===== src/rtl/exception_mult_pipe.sv =====
// Purpose: pipelined FP multiplier exception stage: classifies operands, builds the special result and flags, accumulates sticky status.
// Latency: 2 cycles, from input handshake to out_valid; full throughput of 1 result/cycle while out_ready is held high.
// Backpressure: valid/ready; stalls ripple back combinationally to in_ready; outputs hold while out_valid & !out_ready.
//
// Ports:
//   clk, rst (sync, active-low)   | in_valid/in_ready, a, b, z_calc, overflow, underflow, inexact, rnd
//   out_valid/out_ready, z, zero_f/inf_f/nan_f/tiny_f/huge_f/inexact_f | sticky_clr, sticky {nan,inf,zero,tiny,huge,inexact}

package exception_mult_pipe_pkg;
    typedef enum logic [2:0] {
        IEEE_near = 3'd0,
        IEEE_zero = 3'd1,
        IEEE_pinf = 3'd2,
        IEEE_ninf = 3'd3,
        near_up   = 3'd4,
        away_zero = 3'd5
    } round_t;

    typedef enum logic [1:0] {
        CLS_ZERO = 2'd0,
        CLS_NORM = 2'd1,
        CLS_INF  = 2'd2,
        CLS_NAN  = 2'd3
    } cls_t;
endpackage

module exception_mult_pipe
    import exception_mult_pipe_pkg::*;
#(
    parameter int EXP_W  = 8,
    parameter int FRAC_W = 23,
    localparam int W     = 1 + EXP_W + FRAC_W
) (
    input  logic         clk,
    input  logic         rst,
    input  logic         in_valid,
    output logic         in_ready,
    input  logic [W-1:0] a,
    input  logic [W-1:0] b,
    input  logic [W-1:0] z_calc,
    input  logic         overflow,
    input  logic         underflow,
    input  logic         inexact,
    input  round_t       rnd,
    output logic         out_valid,
    input  logic         out_ready,
    output logic [W-1:0] z,
    output logic         zero_f,
    output logic         inf_f,
    output logic         nan_f,
    output logic         tiny_f,
    output logic         huge_f,
    output logic         inexact_f,
    input  logic         sticky_clr,
    output logic [5:0]   sticky
);

    // Flag vector bit positions, matching the sticky layout.
    localparam int F_NAN  = 5;
    localparam int F_INF  = 4;
    localparam int F_ZERO = 3;
    localparam int F_TINY = 2;
    localparam int F_HUGE = 1;
    localparam int F_INX  = 0;

    localparam logic [W-1:0] QNAN = {1'b0, {EXP_W{1'b1}}, 1'b1, {(FRAC_W-1){1'b0}}};

    // Subnormals are flushed, so any zero exponent classifies as ZERO.
    function automatic cls_t classify(input logic [W-1:0] v);
        logic [EXP_W-1:0]  e;
        logic [FRAC_W-1:0] f;
        e = v[W-2:FRAC_W];
        f = v[FRAC_W-1:0];
        if (e == '0)
            return CLS_ZERO;
        else if (&e)
            return (f == '0) ? CLS_INF : CLS_NAN;
        else
            return CLS_NORM;
    endfunction

    logic adv1, adv2;

    // Stage 1 state
    logic         s1_valid;
    logic         s1_sgn;
    logic [W-1:0] s1_zc;
    logic         s1_ovf, s1_unf, s1_inx;
    round_t       s1_rnd;
    cls_t         s1_cls_a, s1_cls_b;

    // Stage 2 state
    logic [5:0]   flags;

    // Stage 1 -> stage 2 combinational result
    logic [W-1:0] res_z;
    logic [5:0]   res_flags;
    logic         s_calc, toward_inf, away;
    logic         any_nan, any_inf, any_zero;

    assign adv2     = !out_valid || out_ready;
    assign adv1     = !s1_valid || adv2;
    assign in_ready = adv1;

    always_ff @(posedge clk) begin
        if (!rst)
            s1_valid <= 1'b0;
        else if (adv1)
            s1_valid <= in_valid;
    end

    always_ff @(posedge clk) begin
        if (adv1 && in_valid) begin
            s1_sgn   <= a[W-1] ^ b[W-1];
            s1_zc    <= z_calc;
            s1_ovf   <= overflow;
            s1_unf   <= underflow;
            s1_inx   <= inexact;
            s1_rnd   <= rnd;
            s1_cls_a <= classify(a);
            s1_cls_b <= classify(b);
        end
    end

    always_comb begin
        res_z     = s1_zc;
        res_flags = '0;
        s_calc    = s1_zc[W-1];
        any_nan   = (s1_cls_a == CLS_NAN)  || (s1_cls_b == CLS_NAN);
        any_inf   = (s1_cls_a == CLS_INF)  || (s1_cls_b == CLS_INF);
        any_zero  = (s1_cls_a == CLS_ZERO) || (s1_cls_b == CLS_ZERO);
        // Directed rounding: overflow goes to infinity / underflow to min-norm
        // only when the rounding direction points away from zero for this sign.
        toward_inf = (s1_rnd == IEEE_near) || (s1_rnd == near_up) || (s1_rnd == away_zero) ||
                     ((s1_rnd == IEEE_pinf) && !s_calc) || ((s1_rnd == IEEE_ninf) && s_calc);
        away       = (s1_rnd == away_zero) ||
                     ((s1_rnd == IEEE_pinf) && !s_calc) || ((s1_rnd == IEEE_ninf) && s_calc);

        if (any_nan || (any_inf && any_zero)) begin
            res_z            = QNAN;
            res_flags[F_NAN] = 1'b1;
        end else if (any_inf) begin
            res_z            = {s1_sgn, {EXP_W{1'b1}}, {FRAC_W{1'b0}}};
            res_flags[F_INF] = 1'b1;
        end else if (any_zero) begin
            res_z             = {s1_sgn, {EXP_W{1'b0}}, {FRAC_W{1'b0}}};
            res_flags[F_ZERO] = 1'b1;
        end else if (s1_ovf) begin
            res_flags[F_HUGE] = 1'b1;
            res_flags[F_INX]  = 1'b1;
            if (toward_inf) begin
                res_z            = {s_calc, {EXP_W{1'b1}}, {FRAC_W{1'b0}}};
                res_flags[F_INF] = 1'b1;
            end else begin
                res_z = {s_calc, {(EXP_W-1){1'b1}}, 1'b0, {FRAC_W{1'b1}}};
            end
        end else if (s1_unf) begin
            res_flags[F_TINY] = 1'b1;
            res_flags[F_INX]  = 1'b1;
            if (away) begin
                res_z = {s_calc, {(EXP_W-1){1'b0}}, 1'b1, {FRAC_W{1'b0}}};
            end else begin
                res_z             = {s_calc, {EXP_W{1'b0}}, {FRAC_W{1'b0}}};
                res_flags[F_ZERO] = 1'b1;
            end
        end else begin
            res_flags[F_INX]  = s1_inx;
            res_flags[F_ZERO] = (s1_zc[W-2:FRAC_W] == '0);
            res_flags[F_INF]  = &s1_zc[W-2:FRAC_W];
        end
    end

    always_ff @(posedge clk) begin
        if (!rst) begin
            out_valid <= 1'b0;
            z         <= '0;
            flags     <= '0;
        end else if (adv2) begin
            out_valid <= s1_valid;
            if (s1_valid) begin
                z     <= res_z;
                flags <= res_flags;
            end
        end
    end

    // A clear coincident with a handshake still keeps that result's flags.
    always_ff @(posedge clk) begin
        if (!rst)
            sticky <= '0;
        else
            sticky <= (sticky_clr ? 6'b0 : sticky) | ((out_valid && out_ready) ? flags : 6'b0);
    end

    assign nan_f     = flags[F_NAN];
    assign inf_f     = flags[F_INF];
    assign zero_f    = flags[F_ZERO];
    assign tiny_f    = flags[F_TINY];
    assign huge_f    = flags[F_HUGE];
    assign inexact_f = flags[F_INX];

endmodule


===== config.mk =====
export PLATFORM = sky130hd
export DESIGN_NAME = exception_mult_pipe
export DESIGN_NICKNAME = d
export VERILOG_FILES = /design/src/rtl/exception_mult_pipe.sv
export SDC_FILE = /design/constraint.sdc
export NUM_CORES = 1
export LEC_CHECK = 0
export ABC_AREA = 1
export CORE_ASPECT_RATIO = 0.5
export CORE_MARGIN = 3
export CORE_UTILIZATION = 43
export CTS_CLUSTER_DIAMETER = 120
export DETAILED_ROUTE_END_ITERATION = 7
export PLACE_DENSITY = 0.92
export SYNTH_ARGS = -nofsm -noshare
export SYNTH_HDL_FRONTEND = slang
export SYNTH_SLANG_ARGS = --single-unit

===== constraint.sdc =====
create_clock -name clk -period 2.4 [get_ports clk]
set_input_delay 0.48 -clock clk [delete_from_list [all_inputs] [get_ports clk]]
set_output_delay 0.48 -clock clk [all_outputs]
set_load 0.02 [all_outputs]

==> impl_metrics.py <==
metrics = {
    "run_status": {
        "outcome": "complete, no violations",
    },
    "floorplanning": {
        "chipHeight_um": 71.8,
        "fp.coreArea_um2": 8200,
        "die_boundary_width_um": 138,
        "die_area_um2": 9890,
        "initial_utilization_pct": 45.4,
        "num_io_pins": 153,
        "std_cell_rows": 23,
    },
    "global_route": {
        "antenna_found_initial": 0,
        "grt_pass1_wl_um": 15800,
        "grt-ovfl-total": 0,
        "grt_max_degree": 44,
        "number_of_global_route_vias_before_repair": 3422,
        "total_routing_usage_gr_pct": 20.6,
    },
    "route": {
        "drt_pass1_iterations": 5,
        "vias_per_cell": 5.08,
        "detailroute.via_count": 3449,
        "drc": 0,
        "detail-route-antenna-nets": 0,
        "routed_wirelength_um": 9990,
        "detail_route.iter0.violations": 249,
        "wl_per_cell_um": 14.7,
    },
    "timing": {
        "timing.final.setup_violations": 0,
        "slew_viol_final": 0,
        "maxSlewHeadroom_pct": 62.7,
        "finClkSkew_ns": 0.00741,
        "timing_worst_slew_pin_value_ns": 0.559,
        "clock.fmax_mhz": 434,
        "finalCriticalPeriod_ns": 2.30,
        "rsz0062_at_grt": "no",
        "setup_total_negative_slack_ns": 0,
        "timing_hold_violations_final": 0,
        "finalCritPeriodShare_pct": 95.9,
    },
    "clock_tree": {
        "clock_transition_time_at_the_flip_flop_clock_pins_of_the_worst_setup_and_hold_paths_ns": 0.06,
        "cts_root_buf": "sky130_fd_sc_hd__clkbuf_16",
        "cts.htree.levels": 3,
        "clock_latency_ns": 0.34,
        "tritoncts": "built",
        "cts_hold_repair.buffers": 0,
        "cts-resized-gates": 0,
        "cts-root-to-sink-buffers": 2,
        "numClockSinks": 89,
        "post_cts_buffers": 0,
        "cts_made_buffers": 9,
    },
    "yosys": {
        "synthesis.instances": 410,
        "post-synth-top-area-fraction_pct": 34.6,
        "async_set_or_reset_register_ratio_after_synthesis_pct": 0,
        "postSynthRegisterBits": 89,
        "synthDistinctLibCells": 28,
        "synth.top_cells.by_area": "sky130_fd_sc_hd__edfxtp_1, sky130_fd_sc_hd__dfxtp_1, sky130_fd_sc_hd__nand2_1",
        "ys_top_cells_by_count": "sky130_fd_sc_hd__nand2_1, sky130_fd_sc_hd__dfxtp_1, sky130_fd_sc_hd__edfxtp_1, sky130_fd_sc_hd__a21oi_1, sky130_fd_sc_hd__inv_1",
        "synth_most_common_cell": "sky130_fd_sc_hd__nand2_1",
        "ys_dominant_reg_cell": "sky130_fd_sc_hd__dfxtp_1",
        "synth_top_cell_by_area": "sky130_fd_sc_hd__edfxtp_1",
        "post_synth_instance_area_um2": 3730,
        "synthesis.area_per_instance_um2": 9.09,
        "synth_nets": 517,
        "yosysSeqAreaShare_pct": 59.3,
        "number_of_enable_type_register_cells_in_the_synthesized_netlist": 43,
        "synthesis.yosys.warnings": 0,
    },
    "pwr": {
        "power.ir.vdd_worst_mv": 0.325,
        "clkPwrFrac_pct": 39.0,
        "internal_power_mw": 2.70,
        "swShare_pct": 24.1,
        "power.combinational.fraction_pct": 13.2,
        "p_switching_mw": 0.857,
        "power.density_cell_area_nw_per_um2": 627,
        "p_leak_nw": 2.13,
        "sequentialPowerShare_pct": 47.8,
    },
    "setup_path": {
        "reg2reg_from": "s1_cls_b[0]",
        "regToRegEndpoint": "z[5]",
        "cp_data_required_time_ns": 1.92,
        "crit_fanout": 3,
        "endpoint_kind": "output port",
        "critical_path_class": "primary input to output port",
        "setup.worst_path.start_class": "primary input",
        "data_arrival_time_at_the_worst_slack_endpoint_ns": 1.82,
        "ff2ff_setup_slack_ns": 0.61,
        "worst_r2r_path_depth": 7,
    },
    "cells_and_area": {
        "multi_input_comb_area_um2": 1330,
        "n_fill_cell": 571,
        "final_nets": 669,
        "post-route-cell-area_um2": 5680,
        "share_of_final_layout_standard_cells_stronger_than_drive_strength_1_pct": 9.35,
        "layout.area.seq_um2": 2210,
        "syn_to_final_growth_pct": 52.4,
        "diodes": 0,
        "postLayoutCoreUtil_pct": 69.2,
    },
    "min_path": {
        "hold_path.startpoint": "sticky[1]",
        "min-delay-path-class": "register to register",
        "holdPathEnd": "sticky[1]",
        "timing.hold.worst_path_depth": 2,
    },
    "place": {
        "buffer_ports.inserted": 152,
        "placed_cell_area_um2": 5380,
        "place.gp.congestion": 0.850,
        "place_hpwl_um": 7240,
    },
    "job": {
        "maxCapViolations": 0,
    },
}
worst max-delay path, stage by stage:
cell	delay, ns
sky130_fd_sc_hd__clkdlybuf4s50_1	0.51
sky130_fd_sc_hd__inv_2	0.06
sky130_fd_sc_hd__nand3_1	0.12
sky130_fd_sc_hd__clkdlybuf4s50_1	0.64
power by group through the flow:
stage               combinational (mW)  clock, mW  sequential (mW)
finish                           0.470       1.39             1.70
floorplan                        0.159          0             1.76
CTS                              0.472       1.40             1.70
global route                     0.509       1.47             1.71
global placement                 0.454          0             1.73
detailed placement               0.465          0             1.74
cells in the final DEF (no fill, tap or decap), drive strengths merged:
cell / n
o21a: 2
nor3: 3
buf: 7
o22ai: 1
o211ai: 1
edfxtp: 43
clkinvlp: 1
inv: 27
nand2: 148
dfxtp: 46
a21oi: 46
nand4: 10
clkinv: 4
clkbuf: 10
xor2: 1
clkdlybuf4s50: 152
nand3: 17
o21ai: 17
nor4: 14
nor2: 17
area by class of cell:
class | instances | share of cell area [%]
Sequential cell | 89 | 39.0
Timing Repair Buffer | 159 | 28.2
Multi-Input combinational cell | 277 | 23.4
Clock buffer | 10 | 4.41
Tap cell | 112 | 2.47
Inverter | 26 | 1.72
Clock inverter | 6 | 0.947
per-layer routing:
| metal | up-vias | routed length (um) | track usage [%] |
|---|---|---|---|
| li1 | 1691 | - | - |
| met1 | 1561 | 3850 | 24.5 |
| met2 | 175 | 5120 | 36.4 |
| met3 | 22 | 813 | 5.12 |
| met4 | 0 | 202 | 7.30 |
| met5 | - | 0 | 0 |
per-stage QoR:
step | worst slack, ns | cells | power (mW) | hold slack, ns
final | 0.0984 | 679 | 3.56 | 0.468
after global routing | 0.0765 | 679 | 3.68 | 0.480
after CTS | 0.0955 | 679 | 3.58 | 0.470
after detailed placement | 0.110 | 663 | 2.20 | 0.460
after global placement | 0.101 | 663 | 2.19 | 0.453
after floorplan | 0.260 | 410 | 1.92 | 0.541
kinds of logic (layout without fill, tap and decap cells):
kind of cell	Yosys count	after routing	share of synthesized area (%)
buffers and inverters	44	201	5.07
and+or+nand+nor	209	209	24.9
xor gates and xnor gates	1	1	0.235
DFF	89	89	59.3
AOI/OAI and AO/OA	67	67	10.4
how the worst max path moves through the flow:
stage	start	to	slack, ns	cells after the start
floorplan	out_valid	s1_cls_a[0]	0.26	4
global placement	out_ready	in_ready	0.10	4
detailed placement	out_ready	in_ready	0.11	4
CTS	out_ready	in_ready	0.1	4
global route	out_ready	in_ready	0.08	4
finish	out_ready	in_ready	0.1	4
state kept, by name, summed over array words and instances, names as in the netlist:
signal / count
s1_cls_a: 2
z: 32
sticky: 6
s1_unf: 1
s1_sgn: 1
out_valid: 1
s1_ovf: 1
s1_inx: 1
s1_valid: 1
s1_zc: 32
flags: 6
s1_cls_b: 2
s1_rnd: 3
(Power assumes the default switching activity.)
